File: src/rtl/keyboard_pkg.sv
// keyboard_pkg: shared types and constants for the PS/2 set-2 key mapper.
//   dir_t        - movement direction, value doubles as the held-mask bit index
//   kbd_state_t  - prefix-tracking FSM states
//   SC_*         - scancode bytes of interest
//   map_code()   - scancode -> direction lookup (plain vs E0-extended)
//   lowest_set() - priority pick UP > LEFT > DOWN > RIGHT from a held mask
package keyboard_pkg;

    typedef enum logic [1:0] {
        DIR_UP    = 2'd0,
        DIR_LEFT  = 2'd1,
        DIR_DOWN  = 2'd2,
        DIR_RIGHT = 2'd3
    } dir_t;

    typedef enum logic [1:0] {
        ST_IDLE,
        ST_BREAK,
        ST_EXT,
        ST_EXT_BREAK
    } kbd_state_t;

    typedef struct packed {
        logic valid;
        dir_t dir;
    } code_map_t;

    localparam logic [7:0] SC_E0        = 8'hE0;
    localparam logic [7:0] SC_F0        = 8'hF0;
    localparam logic [7:0] SC_ENTER     = 8'h5A;
    localparam logic [7:0] SC_ESC       = 8'h76;
    localparam logic [7:0] SC_UP        = 8'h1D;
    localparam logic [7:0] SC_LEFT      = 8'h1C;
    localparam logic [7:0] SC_DOWN      = 8'h1B;
    localparam logic [7:0] SC_RIGHT     = 8'h23;
    localparam logic [7:0] SC_EXT_UP    = 8'h75;
    localparam logic [7:0] SC_EXT_LEFT  = 8'h6B;
    localparam logic [7:0] SC_EXT_DOWN  = 8'h72;
    localparam logic [7:0] SC_EXT_RIGHT = 8'h74;

    function automatic code_map_t map_code(input logic [7:0] code, input logic ext);
        code_map_t m;
        m.valid = 1'b1;
        m.dir   = DIR_UP;
        if (ext) begin
            case (code)
                SC_EXT_UP:    m.dir = DIR_UP;
                SC_EXT_LEFT:  m.dir = DIR_LEFT;
                SC_EXT_DOWN:  m.dir = DIR_DOWN;
                SC_EXT_RIGHT: m.dir = DIR_RIGHT;
                default:      m.valid = 1'b0;
            endcase
        end else begin
            case (code)
                SC_UP:    m.dir = DIR_UP;
                SC_LEFT:  m.dir = DIR_LEFT;
                SC_DOWN:  m.dir = DIR_DOWN;
                SC_RIGHT: m.dir = DIR_RIGHT;
                default:  m.valid = 1'b0;
            endcase
        end
        return m;
    endfunction

    function automatic dir_t lowest_set(input logic [3:0] mask);
        dir_t d;
        d = DIR_UP;
        // Scan high to low so the lowest set index is the last one written.
        for (int unsigned i = 4; i > 0; i--) begin
            if (mask[i-1]) d = dir_t'(2'(i-1));
        end
        return d;
    endfunction

endpackage

File: src/rtl/sync_edge.sv
// sync_edge: 2-flop synchronizer for an asynchronous level plus a third flop
// for rising-edge detection.
//   clk     - destination clock
//   rst_n   - asynchronous active-low reset
//   i_async - asynchronous input level
//   o_rise  - high for one clk cycle after the synchronized level rises
module sync_edge (
    input  logic clk,
    input  logic rst_n,
    input  logic i_async,
    output logic o_rise
);

    logic r_s1;
    logic r_s2;
    logic r_s3;

    always_ff @(posedge clk or negedge rst_n) begin
        if (!rst_n) begin
            r_s1 <= 1'b0;
            r_s2 <= 1'b0;
            r_s3 <= 1'b0;
        end else begin
            r_s1 <= i_async;
            r_s2 <= r_s1;
            r_s3 <= r_s2;
        end
    end

    assign o_rise = r_s2 & ~r_s3;

endmodule

File: src/rtl/key_direction_mapper.sv
// key_direction_mapper: turns PS/2 set-2 scancode bytes into Pac-ARM commands.
//   clk         - system clock
//   reset       - asynchronous active-low reset
//   word        - scancode byte, stable while read is high
//   read        - byte-ready level, asynchronous to clk
//   held        - held-key mask, bit index = direction code
//   dir         - current direction (0 UP, 1 LEFT, 2 DOWN, 3 RIGHT)
//   dir_valid   - set by the first direction make, cleared only by reset
//   dir_pulse   - one-cycle pulse when dir or dir_valid changes
//   start_pulse - one-cycle pulse on an Enter make
//   pause_pulse - one-cycle pulse on an Esc make
module key_direction_mapper
    import keyboard_pkg::*;
#(
    parameter int unsigned PREFIX_TIMEOUT = 50000,
    parameter int unsigned TO_W           = 16
) (
    input  logic       clk,
    input  logic       reset,
    input  logic [7:0] word,
    input  logic       read,
    output logic [3:0] held,
    output logic [1:0] dir,
    output logic       dir_valid,
    output logic       dir_pulse,
    output logic       start_pulse,
    output logic       pause_pulse
);

    logic            w_rise;
    logic [7:0]      r_byte;
    logic            r_byte_vld;
    logic [TO_W-1:0] r_to_cnt;

    kbd_state_t      r_state;
    kbd_state_t      w_state_nxt;
    logic [3:0]      r_held;
    logic [3:0]      w_held_nxt;
    dir_t            r_dir;
    dir_t            w_dir_nxt;
    logic            r_dir_valid;
    logic            w_valid_nxt;
    logic            r_dir_pulse;
    logic            w_dir_pulse_nxt;
    logic            r_start_pulse;
    logic            w_start_nxt;
    logic            r_pause_pulse;
    logic            w_pause_nxt;

    logic            w_is_ext;
    logic            w_is_brk;
    code_map_t       w_map;
    logic [3:0]      w_bit;
    logic [3:0]      w_rest;

    sync_edge u_sync_edge (
        .clk     (clk),
        .rst_n   (reset),
        .i_async (read),
        .o_rise  (w_rise)
    );

    // Capture stage: the byte is latched on the detect cycle and decoded on the next.
    always_ff @(posedge clk or negedge reset) begin
        if (!reset) begin
            r_byte     <= '0;
            r_byte_vld <= 1'b0;
        end else begin
            r_byte_vld <= w_rise;
            if (w_rise) r_byte <= word;
        end
    end

    // Prefix timeout counter: idles at zero, restarts on every decoded byte.
    always_ff @(posedge clk or negedge reset) begin
        if (!reset) begin
            r_to_cnt <= '0;
        end else if (r_byte_vld || r_state == ST_IDLE) begin
            r_to_cnt <= '0;
        end else if (r_to_cnt != TO_W'(PREFIX_TIMEOUT)) begin
            r_to_cnt <= r_to_cnt + TO_W'(1);
        end
    end

    always_ff @(posedge clk or negedge reset) begin
        if (!reset) begin
            r_state       <= ST_IDLE;
            r_held        <= '0;
            r_dir         <= DIR_UP;
            r_dir_valid   <= 1'b0;
            r_dir_pulse   <= 1'b0;
            r_start_pulse <= 1'b0;
            r_pause_pulse <= 1'b0;
        end else begin
            r_state       <= w_state_nxt;
            r_held        <= w_held_nxt;
            r_dir         <= w_dir_nxt;
            r_dir_valid   <= w_valid_nxt;
            r_dir_pulse   <= w_dir_pulse_nxt;
            r_start_pulse <= w_start_nxt;
            r_pause_pulse <= w_pause_nxt;
        end
    end

    always_comb begin
        w_state_nxt     = r_state;
        w_held_nxt      = r_held;
        w_dir_nxt       = r_dir;
        w_valid_nxt     = r_dir_valid;
        w_dir_pulse_nxt = 1'b0;
        w_start_nxt     = 1'b0;
        w_pause_nxt     = 1'b0;

        w_is_ext = (r_state == ST_EXT)   || (r_state == ST_EXT_BREAK);
        w_is_brk = (r_state == ST_BREAK) || (r_state == ST_EXT_BREAK);
        w_map    = map_code(r_byte, w_is_ext);
        w_bit    = 4'(1) << w_map.dir;
        w_rest   = r_held & ~w_bit;

        if (r_byte_vld) begin
            if (r_byte == SC_E0) begin
                w_state_nxt = w_is_brk ? ST_EXT_BREAK : ST_EXT;
            end else if (r_byte == SC_F0) begin
                w_state_nxt = w_is_ext ? ST_EXT_BREAK : ST_BREAK;
            end else begin
                w_state_nxt = ST_IDLE;
                if (w_map.valid) begin
                    if (!w_is_brk) begin
                        w_held_nxt = r_held | w_bit;
                        if (!r_dir_valid || r_dir != w_map.dir) begin
                            w_dir_nxt       = w_map.dir;
                            w_valid_nxt     = 1'b1;
                            w_dir_pulse_nxt = 1'b1;
                        end
                    end else if (r_held[w_map.dir]) begin
                        w_held_nxt = w_rest;
                        // Releasing the active key hands over to the best remaining one;
                        // releasing the last key keeps the old direction.
                        if (w_map.dir == r_dir && w_rest != '0) begin
                            w_dir_nxt       = lowest_set(w_rest);
                            w_dir_pulse_nxt = 1'b1;
                        end
                    end
                end else if (!w_is_ext && !w_is_brk) begin
                    w_start_nxt = (r_byte == SC_ENTER);
                    w_pause_nxt = (r_byte == SC_ESC);
                end
            end
        end else if (r_state != ST_IDLE && r_to_cnt == TO_W'(PREFIX_TIMEOUT)) begin
            w_state_nxt = ST_IDLE;
        end
    end

    assign held        = r_held;
    assign dir         = r_dir;
    assign dir_valid   = r_dir_valid;
    assign dir_pulse   = r_dir_pulse;
    assign start_pulse = r_start_pulse;
    assign pause_pulse = r_pause_pulse;

endmodule

File: config.mk
export PLATFORM = sky130hd
export DESIGN_NAME = key_direction_mapper
export DESIGN_NICKNAME = d
export VERILOG_FILES = /design/src/rtl/keyboard_pkg.sv /design/src/rtl/sync_edge.sv /design/src/rtl/key_direction_mapper.sv
export SDC_FILE = /design/constraint.sdc
export NUM_CORES = 1
export LEC_CHECK = 0
export BUFFER_PORTS_ARGS = -buffer_cell sky130_fd_sc_hd__buf_2
export CAP_MARGIN = 20
export CORE_ASPECT_RATIO = 2
export CORE_UTILIZATION = 50
export DETAILED_ROUTE_END_ITERATION = 7
export HOLD_SLACK_MARGIN = 0.1
export PLACE_DENSITY = 0.69
export SETUP_SLACK_MARGIN = 0.1
export SYNTH_ARGS = -nofsm -noshare
export SYNTH_HDL_FRONTEND = slang
export SYNTH_SLANG_ARGS = --single-unit
export TNS_END_PERCENT = 1
File: constraint.sdc
create_clock -name clk -period 3.7 [get_ports clk]
set_input_delay 0.37 -clock clk [delete_from_list [all_inputs] [get_ports clk]]
set_output_delay 0.37 -clock clk [all_outputs]
set_load 0.03 [all_outputs]
=== After elaboration in Yosys (flattened, before gate mapping) ===
Index checks and enable logic that the tools add are counted.

* Register bits after elaboration: 40
* Bits of input ports: 11

* Add/subtract/negate cells: 1
* Magnitude comparators: 1
* Eq/ne operators: 21
* Shift operators: 1
* Multiplexer cells: 43
* Bitwise gates (word level): 8
* Reductions and logical operators: 21

{| class="wikitable"
|+ Operators by type and width
! cell !! count
|-
| equality test 8 x 7 -> 1 bit (second input constant) || 6
|-
| two-way mux 16 bit || 2
|-
| two-way mux 2 bit || 13
|-
| equality test 8 x 5 -> 1 bit (second input constant) || 3
|-
| two-way mux 1 bit || 22
|-
| adder 16 x 1 -> 16 bit (second input constant) || 1
|-
| equality test 16 bit (second input constant) || 1
|-
| equality test 8 bit (second input constant) || 2
|-
| != test 16 bit (second input constant) || 1
|-
| one-hot mux 2 bit (3 select lines) || 2
|-
| equality test 8 x 6 -> 1 bit (second input constant) || 1
|-
| two-way mux 4 bit || 2
|-
| nonzero test 2 bit || 4
|-
| OR reduction 4 bit || 2
|-
| AND reduction 7 bit || 1
|-
| AND reduction 6 bit || 1
|-
| AND reduction 5 bit || 1
|-
| bitwise AND 4 bit || 1
|-
| equality test 2 bit (second input constant) || 2
|-
| logical OR 1 bit || 4
|-
| != test 2 x 1 -> 1 bit (second input constant) || 2
|-
| inverter 1 bit || 4
|-
| inverter 4 bit || 1
|-
| OR 4 bit || 1
|-
| 12 further kinds || 16
|}

=== Logic depth before layout (Yosys ltp) ===
Gate-level depths: netlist of the first run.

* Depth after elaboration: 16
* Gate-level depth with buffers: 10

=== By module ===
A second synthesis of the first run with hierarchy kept.

* Cells, all modules: 219
* Area total of the unflattened synthesis: 2,183.3 µm²

{| class="wikitable"
|+ Modules (own cells, without submodules)
! module !! instances !! cells each !! area each (µm²) !! sequential area each (µm²)
|-
| key_direction_mapper || 1 || 215 || 2,094.5 || 925.9
|-
| sync_edge || 1 || 4 || 88.8 || 75.1
|}

=== Worst setup path before layout of the first run ===
Ideal clock, no wire load.

* Path type: flip-flop to flip-flop
* From: register r_byte[7]
* To: register r_dir[0], in the netlist dir[0]
* Setup time: 125 ps
* Arrival: 2,119 ps
* Data required time: 3,575 ps
* Path slack: 1,456 ps
* Cell stages (with the launch flop): 9
* Period minus slack after synthesis: 2,244 ps
* Cell sequence: dfrtp_1 -> nand4b_2 -> or3_1 -> o22ai_2 -> buf_6 -> o2111ai_1 -> a211o_1 -> nand4b_4 -> mux2_4

* Cells in the longest elaborated chain, start to end: 13
* Elaborated cells between the ends (all ways): 41

{| class="wikitable"
|+ RTL lines
! item !! RTL line !! RTL
|-
| start, declared || key_direction_mapper.sv:31 || <nowiki>logic [7:0] r_byte;</nowiki>
|-
| start signal, assigned || key_direction_mapper.sv:70 || <nowiki>if (w_rise) r_byte <= word;</nowiki>
|-
| equality test 8 x 6 -> 1 bit (tied with other cells) || keyboard_pkg.sv:54 || <nowiki>case (code)</nowiki>
|-
| one-hot mux 2 bit (3 select lines) (on tied branches) || keyboard_pkg.sv:54, keyboard_pkg.sv:46 ||
|-
| two-way mux 3 bit || keyboard_pkg.sv:45 || <nowiki>if (ext) begin</nowiki>
|-
| left shift 1 x 2 -> 4 bit || key_direction_mapper.sv:117 || <nowiki>w_bit = 4'(1) << w_map.dir;</nowiki>
|-
| inverter 4 bit || key_direction_mapper.sv:118 || <nowiki>w_rest = r_held & ~w_bit;</nowiki>
|-
| bitwise AND 4 bit || key_direction_mapper.sv:118 ||
|-
| two-way mux 2 bit (4 in a row) || keyboard_pkg.sv:70 || <nowiki>if (mask[i-1]) d = dir_t'(2'(i-1));</nowiki>
|-
| two-way mux 2 bit || key_direction_mapper.sv:139 || <nowiki>if (w_map.dir == r_dir && w_rest != '0) begin</nowiki>
|-
| two-way mux 2 bit || key_direction_mapper.sv:135 || <nowiki>end else if (r_held[w_map.dir]) begin</nowiki>
|-
| two-way mux 2 bit || key_direction_mapper.sv:128 || <nowiki>if (!w_is_brk) begin</nowiki>
|-
| end signal, assigned || key_direction_mapper.sv:97 || <nowiki>r_dir <= w_dir_nxt;</nowiki>
|-
| end, declared || key_direction_mapper.sv:39 || <nowiki>dir_t r_dir;</nowiki>
|}

Several ways; a longest one is shown, not always the timed one. The select of a mux whose other input is x is not followed.
A chain may end at the register's enable or synchronous reset.

=== Worst setup path after layout of the first run ===
* From: register r_byte[3]
* To: register r_dir[0], in the netlist dir[0]

Same word-level chain as after synthesis.

==> results of run 1 <==
[registers in the layout (all words and copies together) (netlist names), 2 cells and up, named ones only]
register	cells
r_byte	8
r_to_cnt	16
r_state	2
dir	2
[critical path: stages (launching register included)]
cell	delay (ns)
dfrtp_1	0.48
nor3b_1	0.40
o211ai_1	0.20
o22ai_2	0.47
o2111ai_1	0.21
a211o_1	0.36
nand4b_4	0.13
mux2_4	0.31
[final cells by class]
| cell class | count | share of cell area, % |
|---|---|---|
| flip-flops and latches | 40 | 40.9 |
| inverters | 9 | 1.38 |
| clock buffers | 5 | 2.81 |
| multi-input cells | 156 | 46.0 |
| repair buffers | 21 | 4.40 |
| well taps | 54 | 2.76 |
| clock inverters | 3 | 1.74 |
[cells by family (layout without fill, tap and decap cells)]
kind of cell,after synthesis,in the layout
buffers and inverters,18,38
and+or+nand+nor,89,89
muxes,18,18
AOI/OAI and AO/OA,32,32
adders and majority gates,2,2
xor gates and xnor gates,15,15
DFF,40,40
[worst paths after layout]
kind                             startpoint                to
max in group asynchronous             reset       r_to_cnt[5]
max                               r_byte[3]            dir[0]
min                                    read  u_sync_edge.r_s1
min in group asynchronous             reset       pause_pulse
max reg2reg                       r_byte[3]            dir[0]
min reg2reg                u_sync_edge.r_s1  u_sync_edge.r_s2
[per-layer routing]
layer  vias up  track usage [%]  wire (um)
met5         -                0          0
met4         0             13.7        191
met1       813             22.6       1720
li1        804                -          -
met3        21             2.84        118
met2        40             38.9       2460
[power breakdown]
group / total [mW] / internal, mW / switching, mW
Clock: 0.359 / 0.200 / 0.159
Sequential: 0.503 / 0.461 / 0.0418
Combinational: 0.115 / 0.0470 / 0.0677
Total: 0.976 / 0.707 / 0.269
[cell usage in the layout, fill, tap and decap left out, types with 2 or more instances in the layout]
master    instances
a21oi_1           2
a31oi_1           6
and2_1            2
and3_1            4
and3b_1           2
buf_2            20
clkbuf_8          5
dfrtp_1          40
ha_1              2
inv_1             9
mux2_1            2
mux2_2            7
mux2_4            2
mux2i_1           6
nand2_1          18
nand2b_1          2
nand3_1           5
nand4_1           5
nor2_1           21
nor2b_1           3
nor3_1            4
nor3b_1           3
nor4_1            4
o211ai_1          2
o21ai_0           8
o21bai_1          2
o31a_1            2
or3_1             3
xnor2_1           5
xor2_1           10
==> results by group, run 1 <==
Status
  • Outcome: finished clean

Global route
  • Tot GR Track Use: approximately a fifth
  • Vias in the first global route: between 1.5k and 2k
  • Largest net degree at the start of global routing: about 40
  • Initial antenna violation count: 0
  • First-pass GRT wire length: about 7700 um
  • Overflow after GRT: 0

Finish
  • FF+latch area: between 0.001 and 0.0015 mm^2
  • Ant. Diodes: 0
  • Share of cells above drive strength 1: about a fifth
  • Post-layout instance area: 0.00244 mm^2
  • Final net count: 246
  • Final core occ: between 50% and 60%
  • Fill cell count: 393
  • Non-Filler Instances: about 290
  • Area growth, synth to finish: 9.96%
  • Area of the multi-input gates: 0.00112 mm^2

Synthesis
  • Part of the Yosys area used for sequential elements: 45.0%
  • Cells after synthesis: between 200 and 250
  • Number of flops mapped to enable cells by yosys: 0
  • Synth Area in Compound Gates: a little over a tenth
  • Synth Area in Simple Gates: a little under a quarter
  • Mux share of post-synthesis cell area: 9.62%
  • Synth Area per Inst: 10.4 um^2
  • Yosys warnings: 0
  • Netlist Area Pre-Place: roughly 0.0022 mm^2
  • Count leader, synth: dfrtp_1
  • Area leader, netlist: dfrtp_1
  • Synth Area in XOR/XNOR: approximately 6%
  • Top cells by area, synth: dfrtp_1, xor2_1, mux2_2
  • Post-Syn Nets: roughly 230
  • FFs w/ async S/R, synth: 100%
  • Commonest cells post-synth: dfrtp_1, nor2_1, nand2_1
  • Synth top area share: 45.0%
  • Synth Flop Type: dfrtp_1
  • Main combinational cell family by area after synthesis: simple AND/OR/NAND/NOR gates
  • Synth cell types: between 50 and 60
  • Post-Synth Adder-Cell Area: 1.13%
  • FF+latch count, synth: 40

Clock network
  • Root Driver: clkbuf_8
  • # Post-CTS Setup Buffers: 0
  • Cts bufs inserted: 5
  • # H-tree levels: 2
  • Clk buf depth: 2
  • Clock slew at reported path FFs: around 0.09 ns
  • Sink Count: 40
  • Resized Gates After CTS: 0
  • Clk_lat worst skew: between 0.2 and 0.3 ns
  • CTS tree: yes
  • Hold_buf cts: 0

STA
  • Max Fclk: between 300 and 400 MHz
  • Fin crit period: about 2.6 ns
  • Worst-Margin Slew: 0.880 ns
  • Final Hold Viols: 0
  • Final hold slack: 0.184 ns
  • Max Slew Vio Count: 0
  • Fin worst setup slack: 1.05 ns
  • Setup Skew: between 0.009 and 0.01 ns
  • RSZ-0062 raised after global routing: false
  • Slew headroom: around two fifths
  • Setup TNS: 0 ns
  • # setup viols final: 0
  • Period utilization: between 70% and 80%

Flow run
  • Max-Cap Viols: 0

Routing
  • First drt pass iteration count: 6
  • Starting DRT DRC Count: 15
  • Aggregate routed wire length: ~4500 um
  • Vias: around 1.7k
  • DR WL/cell: 15.6 um
  • Routed Antenna Nets: 0
  • Vias per cell: around 5.8
  • DRC: 0

Placement
  • Placed Area: 0.00233 mm^2
  • Routability cong.: between 0.8 and 0.9
  • Port bufs: 20
  • Dpl ws: between 1 and 1.5 ns
  • Final HPWL DP: ~3300 um
  • Post-Place Cells: 280

Pwr
  • Power Total: about 0.98 mW
  • Peak VDD IR: 0.295 mV
  • P_leak: between 1 and 1.5 nW
  • Pwr per Cell Area: roughly 400 mW/mm^2

Worst setup path
  • Arr. time, crit path: about 2.8 ns
  • Crit-path max FO: 12
  • Reg-to-reg slack, setup: 1.05 ns
  • Kind of start point of the critical path: flip-flop
  • WP data required: between 3 and 4 ns
  • Critical path class: reg2reg
  • Setup crit end kind: flip-flop
  • Worst Reg2Reg Path Length in Cells: 7

Floorplan
  • Initial Util: between 50% and 60%
  • Die H: between 90 and 100 um
  • Die Wd: roughly 50 um
  • # rows: 34
  • Ports: 21
  • Die ar.: around 0.0047 mm^2
  • Core ar.: 0.00430 mm^2

Min path
  • Worst Hold Class: in2reg
  • Hold Crit Depth: 1
Power figures use the tool's default switching activity.
==> inputs of run 2 (changes only) <==
--- a/config.mk
+++ b/config.mk
@@ -11,7 +11,7 @@
 export CORE_UTILIZATION = 50
 export DETAILED_ROUTE_END_ITERATION = 7
 export HOLD_SLACK_MARGIN = 0.1
-export PLACE_DENSITY = 0.69
+export PLACE_DENSITY = 0.72
 export SETUP_SLACK_MARGIN = 0.1
 export SYNTH_ARGS = -nofsm -noshare
 export SYNTH_HDL_FRONTEND = slang
==> constraint.sdc (replaced) <==
create_clock -name clk -period 2.38 [get_ports clk]
set_input_delay 0.238 -clock clk [delete_from_list [all_inputs] [get_ports clk]]
set_output_delay 0.238 -clock clk [all_outputs]
set_load 0.03 [all_outputs]
==> run 2 against run 1 <==
- the flow now finishes with violations (setup timing)
- cell count increased by 9.7%
- combinational power increased by 120%
- via count increased by 5.1%
- setup slack got worse by 1.1 ns
- critical path type unchanged
==> results by group, run 2 (synthesis gave the netlist of run 1 again) <==
Status
  • Outcome: complete, but fails checks (was finished clean)
  • Failing checks: setup timing

Finish
  • Final net count: 274 (was 246)
  • Number of flip-flops in the largest register: 16 (unchanged)
  • Top reg by flops: r_to_cnt (unchanged)
  • Share of cells above drive strength 1: 31.7% (was 19.7%)
  • Leading cell types in the layout, fill and taps excluded: dfrtp_1, buf_4, nor2_1, buf_2, nand2_1 (was dfrtp_1, nor2_1, buf_2, nand2_1, xor2_1)
  • Ant. Diodes: 0 (unchanged)
  • Non-Filler Instances: 316 (was 288)
  • Regs by FF count: r_to_cnt (16), r_byte (8) (unchanged)
  • Most common cell after layout, fill and taps aside: dfrtp_1 (unchanged)
  • Area growth, synth to finish: 23.3% (was 9.96%)
  • Fill cell count: 381 (was 393)

STA
  • Worst-Margin Slew: 0.875 ns (was 0.880 ns)
  • # setup viols final: 2 (was 0)
  • Setup TNS: -0.0395 ns (was 0 ns)
  • Fin worst setup slack: -0.0209 ns (was 1.05 ns)
  • Period utilization: 101% (was 71.6%)
  • Final hold slack: 0.144 ns (was 0.184 ns)
  • Setup Skew: 0.0103 ns (was 0.00982 ns)
  • RSZ-0062 raised after global routing: true (was false)
  • Fin crit period: 2.40 ns (was 2.65 ns)
  • Slew headroom: 41.6% (was 41.3%)
  • Max Slew Vio Count: 0 (unchanged)
  • Final Hold Viols: 0 (unchanged)
  • Max Fclk: 417 MHz (was 377 MHz)

Global route
  • First-pass GRT wire length: 7800 um (was 7700 um)
  • Initial antenna violation count: 0 (unchanged)
  • Tot GR Track Use: 21.8% (was 21.4%)
  • Largest net degree at the start of global routing: 41 (unchanged)
  • Overflow after GRT: 0 (unchanged)
  • Vias in the first global route: 1673 (was 1711)

Clock network
  • Clock slew at reported path FFs: 0.09 ns (about the same)
  • Root Driver: clkbuf_8 (unchanged)
  • # H-tree levels: 2 (unchanged)
  • CTS tree: yes (unchanged)
  • Sink Count: 40 (unchanged)
  • Clk buf depth: 2 (unchanged)
  • Clk_lat worst skew: 0.30 ns (was 0.29 ns)
  • Cts bufs inserted: 5 (unchanged)

Placement
  • Routability cong.: 0.860 (was 0.879)
  • Dpl ws: -0.0355 ns (was 1.07 ns)
  • Final HPWL DP: 3380 um (was 3280 um)
  • Post-Place Cells: 297 (was 280)
  • Port bufs: 20 (unchanged)

Worst setup path
  • Critical path class: reg2reg (unchanged)
  • Arr. time, crit path: 2.59 ns (was 2.84 ns)
  • Max stage delay on crit path: 0.45 ns (was 0.48 ns)
  • Buf/Inv on CP: 0 (unchanged)
  • Crit path top cell by count: nand4b_4
  • WP data required: 2.57 ns (was 3.89 ns)
  • Setup crit end kind: flip-flop (unchanged)
  • Crit-path max FO: 5 (was 12)
  • Kind of start point of the critical path: flip-flop (unchanged)
  • Worst path cell trace: nand4b_4, nor3b_1, o21ai_0, o22ai_1, nand3b_1, a31oi_4, nand4b_4, mux2_4 (was nor3b_1, o211ai_1, o22ai_2, o2111ai_1, a211o_1, nand4b_4, mux2_4)
  • Critical path's top delay family: simple AND/OR/NAND/NOR gates (was compound AO/OA/AOI/OAI gates)
  • Slowest cell on the critical path: dfrtp_1 (unchanged)

Floorplan
  • Ports: 21 (unchanged)
  • Die ar.: 0.00473 mm^2 (unchanged)
  • # rows: 34 (unchanged)
  • Initial Util: 51.7% (unchanged)
  • Die H: 96.3 um (unchanged)
  • Core ar.: 0.00430 mm^2 (unchanged)
  • Die Wd: 49.2 um (unchanged)

Routing
  • Vias: 1764 (was 1678)
  • DR WL/cell: 15.6 um (about the same)
  • First drt pass iteration count: 4 (was 6)
  • Aggregate routed wire length: 4920 um (was 4490 um)
  • DRC: 0 (unchanged)
  • Routed Antenna Nets: 0 (unchanged)
  • Starting DRT DRC Count: 27 (was 15)
  • Vias per cell: 5.58 (was 5.83)

Pwr
  • Pwr per Cell Area: 581 mW/mm^2 (was 399 mW/mm^2)
  • Peak VDD IR: 0.521 mV (was 0.295 mV)
  • Power Total: 1.59 mW (was 0.976 mW)
  • P_leak: 1.20 nW (was 1.03 nW)

Min path
  • Worst Hold Class: in2reg (unchanged)

Flow run
  • Max-Cap Viols: 0 (unchanged)
run 2: cell types whose count changed in the layout (fill, tap and decap cells not counted), sizes merged:
cell         before  now
buf              21   47
dlygate4sd3       0    2
run 2: power by group:
| part | internal, mW | total (mW) | switching, mW |
|---|---|---|---|
| clock | 0.310 | 0.562 | 0.252 |
| combinational | 0.117 | 0.250 | 0.133 |
| sequential | 0.718 | 0.779 | 0.0613 |
run 2: what timing repair did:
action / CTS / global route
endpoints found under the setup margin: 6 / 7
endpoints found under the hold margin: 41 / 0
gates resized for setup: 5 / 10
hold buffers: 2 / 0
buffers inserted: 7 / 2
pin swaps: 1 / 5
run 2: worst min-delay path: stages:
cell     delay (ns)
buf_2          0.07
nand2_1        0.04
o21ai_0        0.06
run 2: path summary, 6_finish.rpt:
path / slack, ns / cells after the start / startpoint / endpoint
hold reg to reg: 0.36 / 0 / u_sync_edge.r_s1 / u_sync_edge.r_s2
hold / removal: 0.14 / 3 / word[6] / r_byte[6]
setup reg to reg: -0.02 / 8 / r_byte[7] / dir[1]
max in group asynchronous: 1.18 / 2 / reset / r_byte[3]
setup / recovery: -0.02 / 8 / r_byte[7] / dir[1]
min in group asynchronous: 0.59 / 2 / reset / async pin
run 2: cell type report:
cell class / count / area (um^2) / share of cell area, %
clock inverter: 3 / 42.5 / 1.55
tap: 54 / 67.6 / 2.46
clock buffer: 5 / 68.8 / 2.51
timing repair buffer: 49 / 327 / 11.9
sequential: 40 / 1000 / 36.6
multi-input combinational: 156 / 1200 / 43.7
inverter: 9 / 33.8 / 1.23
run 2: metrics by stage:
step / area, um^2 / utilization, %
after floorplan: 2220 / -
after global placement: 2460 / 57.3
after detailed placement: 2460 / 57.3
after CTS: 2680 / 62.3
after global routing: 2740 / 63.8
final: 2740 / 63.8
run 2: layer usage:
metal / GRT usage, % / vias up / routed length (um)
met5: 0 / - / 0
met4: 12.0 / 0 / 141
met3: 3.16 / 11 / 109
met2: 40.4 / 30 / 2770
met1: 23.1 / 861 / 1900
li1: - / 862 / -
